[src/rtl/nebula_pkg.sv]
// Shared types for the nebula link: flit type encoding, framing FSM states and a flit-type decoder.
package nebula_pkg;

  localparam int FLIT_TYPE_W = 2;
  localparam int FLIT_MAX_W  = 256;

  typedef enum logic [1:0] {
    BODY   = 2'b00,
    HEAD   = 2'b01,
    TAIL   = 2'b10,
    SINGLE = 2'b11
  } flit_type_e;

  typedef enum logic {
    ST_IDLE = 1'b0,
    ST_PKT  = 1'b1
  } frame_state_e;

  // Callers zero-extend their flit to FLIT_MAX_W and pass the real width.
  function automatic flit_type_e flit_type(input logic [FLIT_MAX_W-1:0] flit, input int w);
    return flit_type_e'(FLIT_TYPE_W'(flit >> (w - FLIT_TYPE_W)));
  endfunction

endpackage

[src/rtl/nebula_credit_counter.sv]
// Saturating downstream credit counter with a sticky overflow flag.
module nebula_credit_counter #(
  parameter int CREDITS = 16,
  parameter int CNT_W   = $clog2(CREDITS + 1)
) (
  input  logic             clk,
  input  logic             rst,
  input  logic             inc,
  input  logic             dec,
  output logic [CNT_W-1:0] count,
  output logic             nonzero,
  output logic             overflow
);

  logic [CNT_W-1:0] count_q, count_d;
  logic             ovf_q, ovf_d;
  logic             full;

  assign full = (count_q == CNT_W'(CREDITS));

  always_comb begin
    count_d = count_q;
    ovf_d   = ovf_q;
    if (dec && !inc) begin
      count_d = count_q - 1'b1;
    end else if (inc && !dec) begin
      // A return with every slot already home means the partner miscounted.
      if (full) ovf_d   = 1'b1;
      else      count_d = count_q + 1'b1;
    end
  end

  always_ff @(posedge clk) begin
    if (rst) begin
      count_q <= CNT_W'(CREDITS);
      ovf_q   <= 1'b0;
    end else begin
      count_q <= count_d;
      ovf_q   <= ovf_d;
    end
  end

  assign count    = count_q;
  assign nonzero  = (count_q != '0);
  assign overflow = ovf_q;

endmodule

[src/rtl/nebula_credit_tx.sv]
// Credit-based link transmitter draining a nebula_fifo, with packet framing checks.
// Optional macro NEBULA_TX_PARITY_EN adds tx_parity output and chk_parity_inject input.
module nebula_credit_tx
  import nebula_pkg::*;
#(
  parameter int WIDTH   = 64,
  parameter int CREDITS = 16,
  parameter int CNT_W   = $clog2(CREDITS + 1)
) (
  input  logic             clk,
  input  logic             rst,
  input  logic             fifo_empty,
  input  logic [WIDTH-1:0] fifo_dout,
  output logic             fifo_pop,
  output logic             tx_valid,
  output logic [WIDTH-1:0] tx_data,
  input  logic             credit_return,
  output logic [CNT_W-1:0] credits,
  output logic             proto_err,
  output logic             credit_err,
`ifdef NEBULA_TX_PARITY_EN
  output logic             tx_parity,
  input  logic             chk_parity_inject,
`endif
  output logic             idle
);

  frame_state_e     state_q;
  logic             tx_valid_q;
  logic [WIDTH-1:0] tx_data_q;
  logic             proto_err_q;
  logic             cr_nonzero;
  flit_type_e       ft;

  nebula_credit_counter #(.CREDITS(CREDITS), .CNT_W(CNT_W)) u_cnt (
    .clk      (clk),
    .rst      (rst),
    .inc      (credit_return),
    .dec      (fifo_pop),
    .count    (credits),
    .nonzero  (cr_nonzero),
    .overflow (credit_err)
  );

  // Gated on the registered count only, so a return never pops in its own cycle.
  assign fifo_pop = !fifo_empty && cr_nonzero && !rst;
  assign ft       = flit_type(FLIT_MAX_W'(fifo_dout), WIDTH);

  always_ff @(posedge clk) begin
    if (rst) begin
      state_q     <= ST_IDLE;
      tx_valid_q  <= 1'b0;
      tx_data_q   <= '0;
      proto_err_q <= 1'b0;
    end else begin
      tx_valid_q <= fifo_pop;
      if (fifo_pop) begin
        tx_data_q <= fifo_dout;
        state_q   <= (ft == HEAD || ft == BODY) ? ST_PKT : ST_IDLE;
        if (state_q == ST_IDLE && (ft == BODY || ft == TAIL)) proto_err_q <= 1'b1;
        if (state_q == ST_PKT  && (ft == HEAD || ft == SINGLE)) proto_err_q <= 1'b1;
      end
    end
  end

`ifdef NEBULA_TX_PARITY_EN
  logic tx_parity_q;
  always_ff @(posedge clk) begin
    if (rst)           tx_parity_q <= 1'b0;
    else if (fifo_pop) tx_parity_q <= (^fifo_dout) ^ chk_parity_inject;
  end
  assign tx_parity = tx_parity_q;
`endif

  assign tx_valid  = tx_valid_q;
  assign tx_data   = tx_data_q;
  assign proto_err = proto_err_q;
  assign idle      = (state_q == ST_IDLE) && fifo_empty && !tx_valid_q &&
                     (credits == CNT_W'(CREDITS));

endmodule

[config.mk]
export PLATFORM = sky130hd
export DESIGN_NAME = nebula_credit_tx
export DESIGN_NICKNAME = d
export VERILOG_FILES = /design/src/rtl/nebula_pkg.sv /design/src/rtl/nebula_credit_counter.sv /design/src/rtl/nebula_credit_tx.sv
export SDC_FILE = /design/constraint.sdc
export NUM_CORES = 1
export LEC_CHECK = 0
export CORE_UTILIZATION = 41
export DETAILED_ROUTE_END_ITERATION = 12
export PLACE_DENSITY = 0.87
export SETUP_SLACK_MARGIN = 0.15
export SLEW_MARGIN = 20
export SYNTH_ARGS = -nofsm -noshare
export SYNTH_HDL_FRONTEND = slang
export SYNTH_SLANG_ARGS = --single-unit
[constraint.sdc]
create_clock -name clk -period 3.8 [get_ports clk]
set_input_delay 0.76 -clock clk [delete_from_list [all_inputs] [get_ports clk]]
set_output_delay 0.76 -clock clk [all_outputs]
set_load 0.01 [all_outputs]
# Yosys cells after proc, flatten, opt, wreduce, memory -nomap -nowiden
# Index checks and enable logic that the tools add are counted.
dict set report totals {
  ff_bits 73
  input_bits 68
  output_inout_bits 74
  elab_cells 45
}
dict set report classes {
  add_sub_neg 2
  n_eq_ne 5
  n_mux 6
  bitwise_logic 2
  reduce_logical 24
}
# op count
set ops {}
lappend ops {{two-way mux 5 bit} 3}
lappend ops {{logical AND 1 bit} 9}
lappend ops {{adder 5 x 1 -> 5 bit, second input constant} 1}
lappend ops {{== test 5 bit, second input constant} 1}
lappend ops {{logical NOT 1 bit} 5}
lappend ops {{nonzero test 5 bit} 1}
lappend ops {{subtractor 5 x 1 -> 5 bit, second input constant} 1}
lappend ops {{== test 2 bit, second input constant} 2}
lappend ops {{AND reduction 2 bit} 2}
lappend ops {{nonzero test 2 bit} 2}
lappend ops {{logical OR 1 bit} 3}
lappend ops {{two-way mux 1 bit} 3}
lappend ops {{AND reduction 3 bit} 1}
lappend ops {{== test 2 x 1 -> 1 bit, second input constant} 1}
lappend ops {{logical NOT 2 bit} 1}
lappend ops {{!= test 2 bit, second input constant} 1}
lappend ops {{inverter 1 bit} 2}

# Depth between registers and ports, before layout
dict set report logic_depth {
  word_depth 7
  ltp_mapped 10
  ltp_nobuf 9
}

# By module
# A second synthesis with hierarchy kept.
dict set report hier_totals {
  hier_cells 351
  hier_area_um2 2829.0
}
# mod n_inst cells_each area_each_um2 seq_area_each_um2
set by_module_without_submodules {}
lappend by_module_without_submodules {nebula_credit_tx 1 294 2361.0 1341.3}
lappend by_module_without_submodules {nebula_credit_counter 1 57 467.9 120.1}

# Worst setup path before layout
# No wires, ideal clock.
dict set report synth_path {
  path_type {input-to-reg}
  startpoint {input port fifo_empty}
  endpoint {register u_cnt.count_q[4], in the netlist u_cnt.count[4]}
  setup_time_ns 0.122
  arrival_time_ns 2.800
  required_time_ns 3.678
  setup_slack_ns 0.878
  cell_stages 9
  n_path_buf 1
  path_cell_list {a21o_4 -> buf_2 -> nor2_1 -> ha_1 -> ha_1 -> a21oi_1 -> a21oi_1 -> or2_2 -> a221o_1}
}
dict set report synth_between {
  elab_chain_cells 7
  elab_cells_between_ends 10
  classes_between {eq/ne (1); mux (1); reduce/logical (8)}
}
# element line
set synth_rtl {}
lappend synth_rtl {{start, declared} nebula_credit_tx.sv:12} ;# input logic fifo_empty,
lappend synth_rtl {{logical NOT 1 bit (*)} nebula_credit_tx.sv:46} ;# assign fifo_pop = !fifo_empty && cr_nonzero && !rst;
lappend synth_rtl {{logical AND 1 bit (*) (2 in a row)} nebula_credit_tx.sv:46}
lappend synth_rtl {{via fifo_pop} nebula_credit_tx.sv:14} ;# output logic fifo_pop,
lappend synth_rtl {{logical NOT 1 bit} nebula_credit_counter.sv:26} ;# end else if (inc && !dec) begin
lappend synth_rtl {{logical AND 1 bit} nebula_credit_counter.sv:26}
lappend synth_rtl {{nonzero test 2 bit (no source line)} --}
lappend synth_rtl {{AND reduction 2 bit (no source line)} --}
lappend synth_rtl {{end signal, assigned} nebula_credit_counter.sv:35} ;# count_q <= CNT_W'(CREDITS);
lappend synth_rtl {{end signal, assigned} nebula_credit_counter.sv:38} ;# count_q <= count_d;
lappend synth_rtl {{end, declared} nebula_credit_counter.sv:15} ;# logic [CNT_W-1:0] count_q, count_d;
# The timed path passes the listed nets; every way through them passes the cells marked *.
# A chain may end at the register's enable or synchronous reset.

# Worst setup path after layout
dict set report layout_path {
  startpoint {input port fifo_empty}
  endpoint {register u_cnt.count_q[4], in the netlist u_cnt.count[4]}
}
dict set report layout_between {
  elab_chain_cells 7
  elab_cells_between_ends 10
  classes_between {eq/ne (1); mux (1); reduce/logical (8)}
}
# element line
set layout_rtl {}
lappend layout_rtl {{logical NOT 1 bit (*)} nebula_credit_tx.sv:46}
lappend layout_rtl {{logical AND 1 bit (*) (2 in a row)} nebula_credit_tx.sv:46}
lappend layout_rtl {{logical NOT 1 bit} nebula_credit_counter.sv:26}
lappend layout_rtl {{logical AND 1 bit} nebula_credit_counter.sv:26}
lappend layout_rtl {{nonzero test 2 bit (no source line)} --}
lappend layout_rtl {{AND reduction 2 bit (no source line)} --}
# Every way passes the cells marked *; elsewhere a longest branch is shown, timed or not.

==> key figures <==
Place
  – Worst slack at placement: 0.428 ns
  – RePlAce Congestion: 0.830
  – Dpl hpwl: 5060 um
  – IO buf count: 141
  – Placed Instances: about 550

Timing
  – Clock skew: 0.0111 ns
  – Final period util: 80.5%
  – Final Hold Violating Endpoints: 0
  – Measured slew at the worst slew-check pin: 0.932 ns
  – Relative slew slack: 37.9%
  – Final setup fails: 0
  – Setup TNS: 0 ns
  – RSZ-0062 raised after global routing: false
  – Max Clk Rate: 0.327 GHz
  – Final period demand of the worst path: 3.06 ns
  – Final max-slew violation count: 0
  – Hold Slack: 0.454 ns
  – Setup ws final: 0.741 ns

Floorplanning
  – DIE WIDTH: 86.9 um
  – Effective utilization at floorplan: 43.0%
  – Core ar.: slightly below 0.007 sq mm
  – Ports: 142
  – FP Rows: 30
  – Die span in y: 86.9 um
  – Total die area: 0.00755 sq mm

Clocking
  – Sink Count: 73
  – Setup Fix Bufs, Post-CTS: 0
  – CTS tree: done
  – CTS clock-pin slew for the worst setup and hold paths: 0.08 ns
  – CTS hold repair buffers: 0
  – Total CTS buffers: 9
  – PostCTS Resize Cnt: 0
  – CTS max path bufs: 2
  – CTS Root Cell: clkbuf_8
  – H-tree levels: 3
  – Clock latency on the worst-skew pair: 0.33 ns

Routing
  – DRT Pass-1 Iters: 4
  – Via-to-Cell Ratio: 4.75
  – DRT iter0 DRCs: 86
  – Post-route ant nets: 0
  – WL/cell: 13.0 um
  – Drt drc: 0
  – Total Wirelength: approximately 7400 um
  – Vias after detailed routing: 2706

Synthesis
  – Cell taking the most area after synthesis: dfxtp_1
  – Cells after synthesis: between 300 and 400
  – Top post-synthesis cells by area: dfxtp_1 (49%), nand2_1 (13%), a21oi_2 (8.9%)
  – Yosys synthesis warning count: 0
  – Area of the mapped netlist: 0.00295 sq mm
  – Unique masters post-synth: 30
  – Synth Area per Inst: just under 9 sq um
  – Mapped Nets: just over 400
  – EDFF count, synth: 0
  – Async S/R FF share, synth: 0%
  – Top-area cell type share of the netlist area: between 40% and 50%
  – Top_reg_cell synth: dfxtp_1
  – Yosys reg bits: 73
  – Sequential share of the synthesized area: 49.5%

Worst setup path
  – Slowest stage delay, CP: 0.49 ns
  – Crit Path Max Fanout: 8
  – Reg2Reg Setup Slack: 0.93 ns
  – Worst EP required: 4.02 ns
  – Slowest CP cell: clkdlybuf4s50_1
  – Worst path cell trace: clkdlybuf4s50_1 > a21o_4 > nor2_1 > ha_1 > ha_1 > a21oi_1 > a21oi_1 > or2_2 > a221o_1
  – Critical Path Sink Type: flip-flop
  – Setup crit start: fifo_empty
  – Startpoint type of the worst setup path: primary input
  – Critical path type: primary input to flip-flop
  – Worst flop-to-flop path startpoint: u_cnt.count[0]
  – Critical path arrival: 3.28 ns

Finish
  – Final Net Count: roughly 540
  – Area grow syn2layout: 54.2%
  – Layout cells sized above 1: 17.7%
  – N_diodes: 0
  – Final core utilization: 66.3%
  – Filler cells: 585
  – Fin cells: 570

Pwr
  – Pwr Density: 415 mW/mm^2
  – Leak: approximately 1.7 nW
  – Maximum vdd drop: 257 uV

Global route
  – First-pass GRT wire length: between 10000 and 15000 um
  – Initial antenna violation count: 0
  – GR Overflow Total: 0
  – Pin count of the biggest net entering global routing: 75
  – Vias in the first global route: 2783
  – Global-route usage over all layers: 20.3%

Worst hold path
  – Hold Path Class: flip-flop to flip-flop
  – Hold Crit Start: tx_data[21]

Run
  – Max-Cap Viols: 0

Status
  – Status: completed
power breakdown:
group | switching (mW) | internal [mW] | total (mW)
Combinational | 0.215 | 0.253 | 0.469
Sequential | 0.0522 | 0.827 | 0.879
Clock | 0.288 | 0.256 | 0.543
routing by layer:
metal	part of all wire (%)	track usage, %	wire length (um)
met1	42	22.9	3100
met2	49	36.8	3640
met3	8.1	6.54	600
met4	0.64	5.15	47
met5	0	0	0
registers in the layout, summed over array words and instances (netlist names):
signal	flops
u_cnt.overflow	1
tx_data	64
tx_valid	1
state_q	1
proto_err	1
u_cnt.count	5
Yosys cell counts (2+ instances only):
library cell and n:
nand2b_1 2, a21oi_2 30, ha_1 5, xnor2_1 3
clkbuf_1 9, inv_1 4, a31oi_1 2, buf_12 3
buf_2 9, nor2_1 8, nand2_2 30, nand2_1 101
dfxtp_1 73, a21oi_1 41
cell families after synthesis:
group,synth area share [%]
flip-flops,49.5
XOR/XNOR,1.19
adder cells (fa/ha/maj),2.80
AO/OA/AOI/OAI,18.3
AND/OR/NAND/NOR,22.5
buffers and inverters,5.72
worst max-delay path: cells and delay by family:
kind                       cells  cell delay [ns]
and+or+nand+nor                2             0.49
AOI/OAI and AO/OA              4             0.85
buffers and inverters          1             0.49
adders and majority gates      2             0.70
per-stage QoR:
stage / area, sq um / total power [mW]
3_3_place_gp: 4380 / 1.35
4_1_cts: 4560 / 1.92
6_report: 4560 / 1.89
5_1_grt: 4560 / 2.00
2_1_floorplan: 2950 / 1.13
3_5_place_dp: 4380 / 1.37
final cells by class:
cell class	instances	area, sq um	share of cell area [%]
clock buffer	10	138	3.02
clock inverter	6	42.5	0.934
inverter	4	15.0	0.330
multi-input combinational	237	1340	29.3
sequential	73	1460	32.1
tap	96	120	2.64
timing repair buffer	144	1440	31.7
worst paths after layout:
| check | depth (start not counted) | endpoint |
|---|---|---|
| worst max-delay path | 9 | u_cnt.count[4] |
| worst max register to register | 9 | u_cnt.count[4] |
| worst min register to register | 2 | tx_data[21] |
| worst min-delay path | 2 | tx_data[21] |
layout by cell type, fill, tap and decap left out, drive strengths merged, types with 2 or more instances in the layout:
| cell type | Yosys | routed |
|---|---|---|
| clkinv | 0 | 3 |
| nand2b | 2 | 2 |
| clkbuf | 9 | 10 |
| xnor2 | 3 | 3 |
| ha | 5 | 5 |
| dfxtp | 73 | 73 |
| inv | 4 | 5 |
| clkdlybuf4s50 | 0 | 140 |
| a21o | 2 | 2 |
| nand2 | 131 | 131 |
| a21oi | 71 | 71 |
| buf | 13 | 4 |
| clkinvlp | 0 | 2 |
| nor2 | 8 | 8 |
| a31oi | 2 | 2 |
Power figures use the tool's default switching activity.
==> edit, RTL diff (same settings) <==
The parameter `WIDTH` goes from 64 to 32.
--- a/src/rtl/nebula_credit_tx.sv
+++ b/src/rtl/nebula_credit_tx.sv
@@ -3,7 +3,7 @@
 module nebula_credit_tx
   import nebula_pkg::*;
 #(
-  parameter int WIDTH   = 64,
+  parameter int WIDTH   = 32,
   parameter int CREDITS = 16,
   parameter int CNT_W   = $clog2(CREDITS + 1)
 ) (
Interface: changed (resized fifo_dout and tx_data); port bits go from 142 to 78. No check against the original RTL was run, so the function may have changed too.
==> edit against the unedited design <==
Sequential cell count shrank 32; design area shrank 44%; power shrank 41%; routed wire length shrank 47%; final cell count shrank 43%; utilization shrank 2.2 points; worst hold slack gained 0.0023 ns; count of clock-buffer cells in the layout shrank 3; synthesized area shrank 43%; die area shrank 42%; setup slack gained 0.10 ns; critical endpoint unchanged.
==> edit: results (changes against the unedited design) <==
stage	metric	value	unit	change
run_status	status	completed		
route	WL final	3.94	mm	-47%
synthesis	commonest cells in the netlist	nand2_1, dfxtp_1, a21oi_1, clkbuf_1, nor2_1		
finish	fillers	359		-39%
finish	# nets final	315		-42%
timing	Clock Skew	0.00752	ns	-0.00357 ns
global_route	met3 Resource Use GR	0.0483		-0.0171
global_route	met2 Track Usage GR	0.304		-0.0644
power_and_ir_drop	Leakage	0.000999	uW	-41%
global_route	met1 GRT Util	0.213		-0.0159
synthesis	post-synth cell types	28		-6.7%
global_route	largest net degree at the start of global routing	43		-43%
synthesis	ranking of synthesized cells by area	dfxtp_1, nand2_1, a21oi_1, ha_1, a21oi_2		
clock_network	H-Tree Depth	2		-1
route	1st-iter DRT viols	99		+15%
finish	flip-flop count of the largest register after layout	32		-50%
finish	fraction of layout cells with a size suffix above 1	0.0839		-0.0933
worst_setup_path	WP data arrival	3.14	ns	-0.14 ns
worst_setup_path	reg-to-reg slack, setup	0.97	ns	+0.04 ns
placement	GPL Wtd Cong	0.830		about the same
timing	Slew headroom	0.678		+0.299
global_route	total track usage	0.182		-0.0215
placement	# port buffers	77		-45%
global_route	first-pass GRT wire length	5.89	mm	-52%
synthesis	Synth Net Count	240		-41%
global_route	vias in the first global route	1324		-52%
synthesis	share of the yosys chip area belonging to registers	0.484		-0.0102
placement	pre-CTS setup slack	0.565	ns	+0.136 ns
timing	Tcrit/Tclk final	0.778		-0.0269
==> edit: how the worst min path moves through the flow <==
stage | from | to | slack [ns]
2_1_floorplan | state_q | state_q | 0.47
3_3_place_gp | tx_data[17] | tx_data[17] | 0.44
3_5_place_dp | tx_data[17] | tx_data[17] | 0.45
4_1_cts | tx_data[17] | tx_data[17] | 0.46
5_1_grt | tx_data[2] | tx_data[2] | 0.47
6_report | tx_data[17] | tx_data[17] | 0.46
==> edit: per-stage QoR <==
| stage | area (um2) | hold WS [ns] | std cells |
|---|---|---|---|
| finish | 2540 | 0.456 | 324 |
| floorplan | 1690 | 0.475 | 198 |
| CTS | 2540 | 0.456 | 324 |
| detailed placement | 2440 | 0.446 | 316 |
| global placement | 2440 | 0.440 | 316 |
| global route | 2540 | 0.473 | 324 |
==> edit: power by group through the flow <==
stage	combinational, uW	sequential (uW)	clock (uW)
after floorplan	147	530	0
after global placement	295	516	0
after detailed placement	297	517	0
after CTS	300	508	314
after global routing	322	513	333
final	298	507	308
==> edit: cell type report <==
| cell class | count | area share |
|---|---|---|
| clock inverter | 1 | 0.00197 |
| clock buffer | 7 | 0.0379 |
| tap | 50 | 0.0246 |
| timing repair buffer | 80 | 0.310 |
| multi-input combinational | 141 | 0.297 |
| sequential | 41 | 0.323 |
| inverter | 4 | 0.00590 |
==> edit: metal layers <==
| metal | routed length (um) | vias up |
|---|---|---|
| li1 | - | 800 |
| met1 | 1840 | 701 |
| met2 | 1830 | 43 |
| met3 | 230 | 3 |
| met4 | 36 | 0 |
| met5 | 0 | - |
==> edit: logic make-up (layout without fill, tap and decap cells) <==
family,count (synthesis),after routing,share of synthesized area
AND/OR/NAND/NOR,83,83,0.207
AO/OA/AOI/OAI,48,48,0.171
flip-flops,41,41,0.484
buffers and inverters,16,92,0.0687
adder cells (fa/ha/maj),6,6,0.0487
XOR/XNOR,4,4,0.0207
==> edit: worst register-to-register path, stage by stage, from the launching register on <==
cell and delay (ns):
dfxtp_1 0.41, nor4_4 0.47, a21o_1 0.20, nor2_1 0.07, ha_1 0.30, ha_1 0.38
nand3_1 0.13, and3_1 0.20, or2_2 0.29, a221o_1 0.30
